<file path="src/rtl/glitch_cmd_regs.sv">
// rtl/glitch_cmd_regs.sv - UART command decoder and register file for the glitcher.
// Handles register write/read-back, arm/disarm, info reply, inter-byte timeout and error pulses.
module glitch_cmd_regs #(
  parameter int NUM_REGS = 4,
  parameter int REG_BYTES = 8,
  parameter int TIMEOUT_CYCLES = 120000,
  parameter logic [NUM_REGS*8*REG_BYTES-1:0] RESET_VALUES = '0,
  parameter logic [7:0] INFO_REPLY = 8'hDE
) (
  input  logic                            clk,
  input  logic                            rst,
  input  logic                            rx_ready,
  input  logic [7:0]                      rxd,
  input  logic                            tx_ready,
  output logic                            tx_valid,
  output logic [7:0]                      txd,
  output logic [NUM_REGS*8*REG_BYTES-1:0] regs_flat,
  output logic [NUM_REGS-1:0]             reg_update,
  output logic                            armed,
  input  logic                            arm_clr,
  output logic                            cmd_error
);

  localparam int W  = 8 * REG_BYTES;
  localparam int TW = $clog2(TIMEOUT_CYCLES + 1);

  typedef enum logic [1:0] {
    S_IDLE,
    S_PAYLOAD,
    S_READBACK,
    S_REPLY
  } state_t;

  state_t                  state_q, state_d;
  logic [NUM_REGS*W-1:0]   regs_q, regs_d;
  logic [W-1:0]            shift_q, shift_d;
  logic [3:0]              idx_q, idx_d;
  logic [3:0]              cnt_q, cnt_d;
  logic [TW-1:0]           tmo_q, tmo_d;
  logic                    tx_valid_q, tx_valid_d;
  logic [7:0]              txd_q, txd_d;
  logic [NUM_REGS-1:0]     reg_update_q, reg_update_d;
  logic                    cmd_error_q, cmd_error_d;
  logic                    armed_q, armed_d;

  always_comb begin
    state_d      = state_q;
    regs_d       = regs_q;
    shift_d      = shift_q;
    idx_d        = idx_q;
    cnt_d        = cnt_q;
    tmo_d        = tmo_q;
    tx_valid_d   = tx_valid_q;
    txd_d        = txd_q;
    reg_update_d = '0;
    cmd_error_d  = 1'b0;
    armed_d      = armed_q;

    case (state_q)
      S_IDLE: begin
        if (rx_ready) begin
          if (rxd[7:4] == 4'h5 || rxd[7:4] == 4'h6) begin
            if ({1'b0, rxd[3:0]} >= 5'(NUM_REGS)) begin
              cmd_error_d = 1'b1;
            end else begin
              idx_d = rxd[3:0];
              cnt_d = '0;
              tmo_d = '0;
              if (rxd[4]) begin
                state_d = S_PAYLOAD;
              end else begin
                // The shift register doubles as the read-back snapshot, already advanced past the first byte.
                state_d    = S_READBACK;
                tx_valid_d = 1'b1;
                txd_d      = regs_q[int'(rxd[3:0])*W + W-8 +: 8];
                shift_d    = regs_q[int'(rxd[3:0])*W +: W] << 8;
              end
            end
          end else if (rxd == 8'hFA) begin
            armed_d = 1'b1;
          end else if (rxd == 8'hFB) begin
            armed_d = 1'b0;
          end else if (rxd == 8'hFC) begin
            state_d    = S_REPLY;
            cnt_d      = '0;
            tx_valid_d = 1'b1;
            txd_d      = INFO_REPLY;
          end
        end
      end

      S_PAYLOAD: begin
        if (rx_ready) begin
          tmo_d   = '0;
          shift_d = (shift_q << 8) | W'(rxd);
          if (cnt_q == 4'(REG_BYTES-1)) begin
            regs_d[int'(idx_q)*W +: W] = (shift_q << 8) | W'(rxd);
            reg_update_d = NUM_REGS'(1) << idx_q;
            state_d      = S_IDLE;
            cnt_d        = '0;
          end else begin
            cnt_d = cnt_q + 4'd1;
          end
        end else if (tmo_q == TW'(TIMEOUT_CYCLES-1)) begin
          state_d     = S_IDLE;
          cmd_error_d = 1'b1;
          tmo_d       = '0;
          cnt_d       = '0;
        end else begin
          tmo_d = tmo_q + 1'b1;
        end
      end

      S_READBACK: begin
        if (rx_ready) cmd_error_d = 1'b1;
        if (tx_ready) begin
          if (cnt_q == 4'(REG_BYTES-1)) begin
            tx_valid_d = 1'b0;
            state_d    = S_IDLE;
            cnt_d      = '0;
          end else begin
            cnt_d   = cnt_q + 4'd1;
            txd_d   = shift_q[W-1 -: 8];
            shift_d = shift_q << 8;
          end
        end
      end

      S_REPLY: begin
        if (rx_ready) cmd_error_d = 1'b1;
        if (tx_ready) begin
          tx_valid_d = 1'b0;
          state_d    = S_IDLE;
          cnt_d      = '0;
        end
      end

      default: state_d = S_IDLE;
    endcase

    // The done pulse from the glitcher has priority over an arm command in the same cycle.
    if (arm_clr) armed_d = 1'b0;
  end

  always_ff @(posedge clk) begin
    if (rst) begin
      state_q      <= S_IDLE;
      regs_q       <= RESET_VALUES;
      shift_q      <= '0;
      idx_q        <= '0;
      cnt_q        <= '0;
      tmo_q        <= '0;
      tx_valid_q   <= 1'b0;
      txd_q        <= '0;
      reg_update_q <= '0;
      cmd_error_q  <= 1'b0;
      armed_q      <= 1'b0;
    end else begin
      state_q      <= state_d;
      regs_q       <= regs_d;
      shift_q      <= shift_d;
      idx_q        <= idx_d;
      cnt_q        <= cnt_d;
      tmo_q        <= tmo_d;
      tx_valid_q   <= tx_valid_d;
      txd_q        <= txd_d;
      reg_update_q <= reg_update_d;
      cmd_error_q  <= cmd_error_d;
      armed_q      <= armed_d;
    end
  end

  assign tx_valid   = tx_valid_q;
  assign txd        = txd_q;
  assign regs_flat  = regs_q;
  assign reg_update = reg_update_q;
  assign cmd_error  = cmd_error_q;
  assign armed      = armed_q;

endmodule
</file>
<file path="config.mk">
export PLATFORM = sky130hd
export DESIGN_NAME = glitch_cmd_regs
export DESIGN_NICKNAME = d
export VERILOG_FILES = /design/src/rtl/glitch_cmd_regs.sv
export SDC_FILE = /design/constraint.sdc
export NUM_CORES = 1
export LEC_CHECK = 0
export BUFFER_PORTS_ARGS = -buffer_cell sky130_fd_sc_hd__buf_2
export CORE_ASPECT_RATIO = 0.8
export CORE_MARGIN = 4
export CORE_UTILIZATION = 51
export DETAILED_ROUTE_END_ITERATION = 10
export MAX_ROUTING_LAYER = met4
export PLACE_DENSITY = 0.82
export SYNTH_ARGS = -nofsm -noshare
export SYNTH_HDL_FRONTEND = slang
export SYNTH_SLANG_ARGS = --single-unit
</file>
<file path="constraint.sdc">
create_clock -name clk -period 2.5 [get_ports clk]
set_clock_uncertainty 0.05 [all_clocks]
set_input_delay 0.125 -clock clk [delete_from_list [all_inputs] [get_ports clk]]
set_output_delay 0.125 -clock clk [all_outputs]
set_load 0.03 [all_outputs]
</file>
==> out/results.tsv <==
metric	value	unit
rsz0062_at_grt	yes	
yosys-mux-area-fraction	13.7	%
dieWidth	205	um
worst_setup_path_start_kind	flop	
fmax	402	MHz
final_max_slew_viol_count	0	
worstHoldPathCells	3	
drc	0	
drv_cap	0	
clockBufferDepth	3	
rows	57	
power.total	15.6	mW
rr_endpoint	regs_flat[35]$_SDFFE_PP0P_	
wl_met3	5870	um
wl_met1	21100	um
synthArstFlopShare	0	%
synthCells	1728	
syn_to_final_growth	21.9	%
synth_xor_area_share	0.822	%
ir_drop	0.640	mV
htree_levels	2	
setup_violations	0	
grt_pass1_vias	13800	
cp_slowest_cell	clkbuf_8	
final-hold-violation-count	0	
slew_headroom	45.2	%
synth-compound-area-share	14.1	%
reg2reg_depth	7	
drive_above_1_share	27.9	%
power_leakage	7.52	nW
fin_ws	0.00974	ns
die_h	166	um
dp_slack	-0.0204	ns
antenna_found_initial	0	
power.density	808	mW/mm^2
slowest_delay	0.42	ns
synth_flop_cell	dfxtp_1	
grtUsageTotal	30.3	%
numClockSinks	362	
synthAdderAreaFrac	0.870	%
hpwl	34100	um
min_to	idx_q[1]$_SDFFE_PP0P_	
rr_startpoint	idx_q[0]$_SDFFE_PP0P_	
worstSkewPairLatency	0.53	ns
path_cells	or3_1 > ha_4 > and3b_1 > o211ai_1 > clkbuf_8 > nand2_1 > a21oi_1	
ys_ff_latch	362	
core	0.0305	mm^2
cts_buffers	37	
antenna_left	0	
required	2.89	ns
vias	14666	
routed_via_density	6.12	
worstMarginPinSlew	0.823	ns
wl_met2	24300	um
seq_power_share	44.7	%
ios	284	
grt_overflow	0	
drt-initial-drc-count	1717	
critPathKind	flop to flop	
p_sw_share	30.9	%
portBuffers	283	
wire_per_inst	22.0	um
fill_cells	2468	
synth_sequential_area_ratio	45.8	%
period_needed	2.49	ns
n_antenna_cell	0	
min_period_over_period	99.6	%
switchingPower	4.82	mW
min_from	rxd[1]	
start_util	52.0	%
ys_warn_count	0	
firstDrtPassIters	6	
combPwrFrac	17.9	%
hold_path_class	primary input to flop	
yosys.area_share.simple	20.2	%
pwr-share-clk	37.4	%
reg2reg_slack	0.01	ns
nNetsFinal	1984	
grt_max_degree	166	
outcome	finished clean	
drt_wl_total	52800	um
syn-num-nets	1752	
grt_first_pass_wirelength	79000	um
ys_types	66	
syn_area	0.0158	mm^2
synth_top_family_by_area	simple AND/OR/NAND/NOR gates	
top_layer	met4	
crit_path_end_kind	flop	
internal-power	10.8	mW
gp_congestion	0.959	
cts_tree	built	
critPathArrivalTime	2.88	ns
cts_root_buffer	clkbuf_16	
die_area	0.0339	mm^2
cp_max_fo	41	
syn_avg_cell_area	9.16	um^2
synth_edf_count	0	
clkTransAtPathRegs	0.06	ns
-- registers in the layout (all words and copies together), names as in the netlist --
signal / count
txd: 8
armed: 1
cmd_error: 1
regs_flat: 256
cnt_q: 4
reg_update: 4
state_q: 2
idx_q: 4
tx_valid: 1
shift_q: 64
tmo_q: 17
-- worst max path at each step --
stage,start,end,slack [ns],cells after the start
CTS,idx_q[0]$_SDFFE_PP0P_,regs_flat[209]$_SDFFE_PP0P_,0.02,8
global placement,idx_q[0]$_SDFFE_PP0P_,regs_flat[146]$_SDFFE_PP0P_,0.06,7
detailed placement,idx_q[0]$_SDFFE_PP0P_,regs_flat[172]$_SDFFE_PP0P_,-0.02,7
finish,idx_q[0]$_SDFFE_PP0P_,regs_flat[35]$_SDFFE_PP0P_,0.01,7
floorplan,idx_q[0]$_SDFFE_PP0P_,regs_flat[57]$_SDFFE_PP0P_,0.0008,9
global route,idx_q[0]$_SDFFE_PP0P_,regs_flat[38]$_SDFFE_PP0P_,-0.05,7
-- cell usage after synthesis, types with 3 or more instances --
cell | number | area share (%)
or2_2 | 3 | 0.12
buf_4 | 6 | 0.28
a221oi_1 | 4 | 0.22
mux4_2 | 58 | 8.3
o21ai_0 | 5 | 0.16
mux2_2 | 8 | 0.57
buf_6 | 9 | 0.64
or3_1 | 6 | 0.24
o22ai_1 | 13 | 0.51
nand4_1 | 13 | 0.51
nor2b_1 | 11 | 0.43
buf_1 | 3 | 0.071
ha_1 | 11 | 0.87
nor4_1 | 6 | 0.24
nand2b_1 | 8 | 0.32
and4_1 | 4 | 0.22
dfxtp_1 | 362 | 46
nand3_1 | 77 | 2.4
buf_2 | 25 | 0.79
nor3_1 | 69 | 2.2
nor3b_1 | 4 | 0.19
inv_1 | 9 | 0.21
or4_1 | 4 | 0.19
xnor2_1 | 11 | 0.61
nand3b_1 | 4 | 0.19
a221oi_2 | 52 | 4.9
nor2_1 | 154 | 3.7
a21oi_1 | 212 | 6.7
mux2i_1 | 77 | 4.9
clkbuf_1 | 108 | 2.6
and3b_1 | 3 | 0.17
nand2_1 | 344 | 8.2
-- per-stage QoR --
| step | hold slack (ns) | cell area [um^2] | utilization, % | setup TNS [ns] | std cells |
|---|---|---|---|---|---|
| 2_1_floorplan | 0.158 | 15800 | - | 0 | 1728 |
| 3_3_place_gp | 0.243 | 17700 | 58.3 | 0 | 2319 |
| 3_5_place_dp | 0.246 | 17700 | 58.3 | -0.0506 | 2319 |
| 4_1_cts | 0.0140 | 19100 | 62.9 | 0 | 2393 |
| 5_1_grt | 0.0541 | 19300 | 63.3 | -0.712 | 2397 |
| 6_report | 0.0406 | 19300 | 63.3 | 0 | 2397 |
-- critical path, delay by kind of cell (launching register included) --
family          cells  cell delay (ns)
compound gates      2             0.51
simple gates        3             0.72
flops               1             0.31
fa+ha+maj           1             0.33
buf+inv             1             0.42
-- cell families (layout without fill, tap and decap cells) --
| group | Yosys count | in the layout |
|---|---|---|
| AO/OA/AOI/OAI | 313 | 313 |
| XOR/XNOR | 14 | 14 |
| flip-flops | 362 | 362 |
| buffers and inverters | 161 | 417 |
| AND/OR/NAND/NOR | 724 | 724 |
| adder cells (fa/ha/maj) | 11 | 11 |
| multiplexers | 143 | 143 |
-- power groups by stage --
stage	Clock [mW]	Sequential (mW)	Combinational [mW]
after floorplan	0	6.77	2.03
final	5.84	6.97	2.79
after detailed placement	0	7.04	2.68
after global routing	6.12	6.99	3.04
after CTS	5.87	6.92	2.72
after global placement	0	7.02	2.62
-- layer usage --
metal	up-vias	track usage, %
li1	6553	-
met1	7049	40.6
met4	0	9.83
met3	145	5.64
met5	-	-
met2	919	46.9
-- cells in the final DEF, fill, tap and decap left out, types with 6 or more instances in the layout --
master	instances
a21oi_1	208
dfxtp_1	362
nor2b_1	11
nand3_1	76
a221oi_2	52
dlygate4sd3_1	7
clkbuf_16	39
nor3_1	68
nand2_1	344
inv_1	9
xnor2_1	10
nand4_1	13
buf_12	20
mux4_2	58
nor2_1	153
buf_2	280
clkbuf_8	11
mux2_2	8
buf_4	29
mux2i_1	76
ha_1	7
o22ai_1	13
or3_1	6
nand2b_1	8
-- what timing repair did --
action / in CTS / in global routing
hold buffers: 7 / 0
resized for setup: 2 / 17
pin swaps: 1 / 2
endpoints found under the setup margin: 47 / 253
hold endpoints to repair: 25 / 0
buffers inserted: 3 / 1
cloned: 1 / 3
-- cell type report --
class                      count  area, um^2  area share, %
clock buffer                  51        1080           5.59
clock inverter                12         191          0.992
inverter                      10        37.5          0.195
multi-input combinational   1205        7970           41.3
sequential                   362        7250           37.6
tap                          413         517           2.68
timing repair buffer         344        2250           11.6
Power figures use the tool's default switching activity.
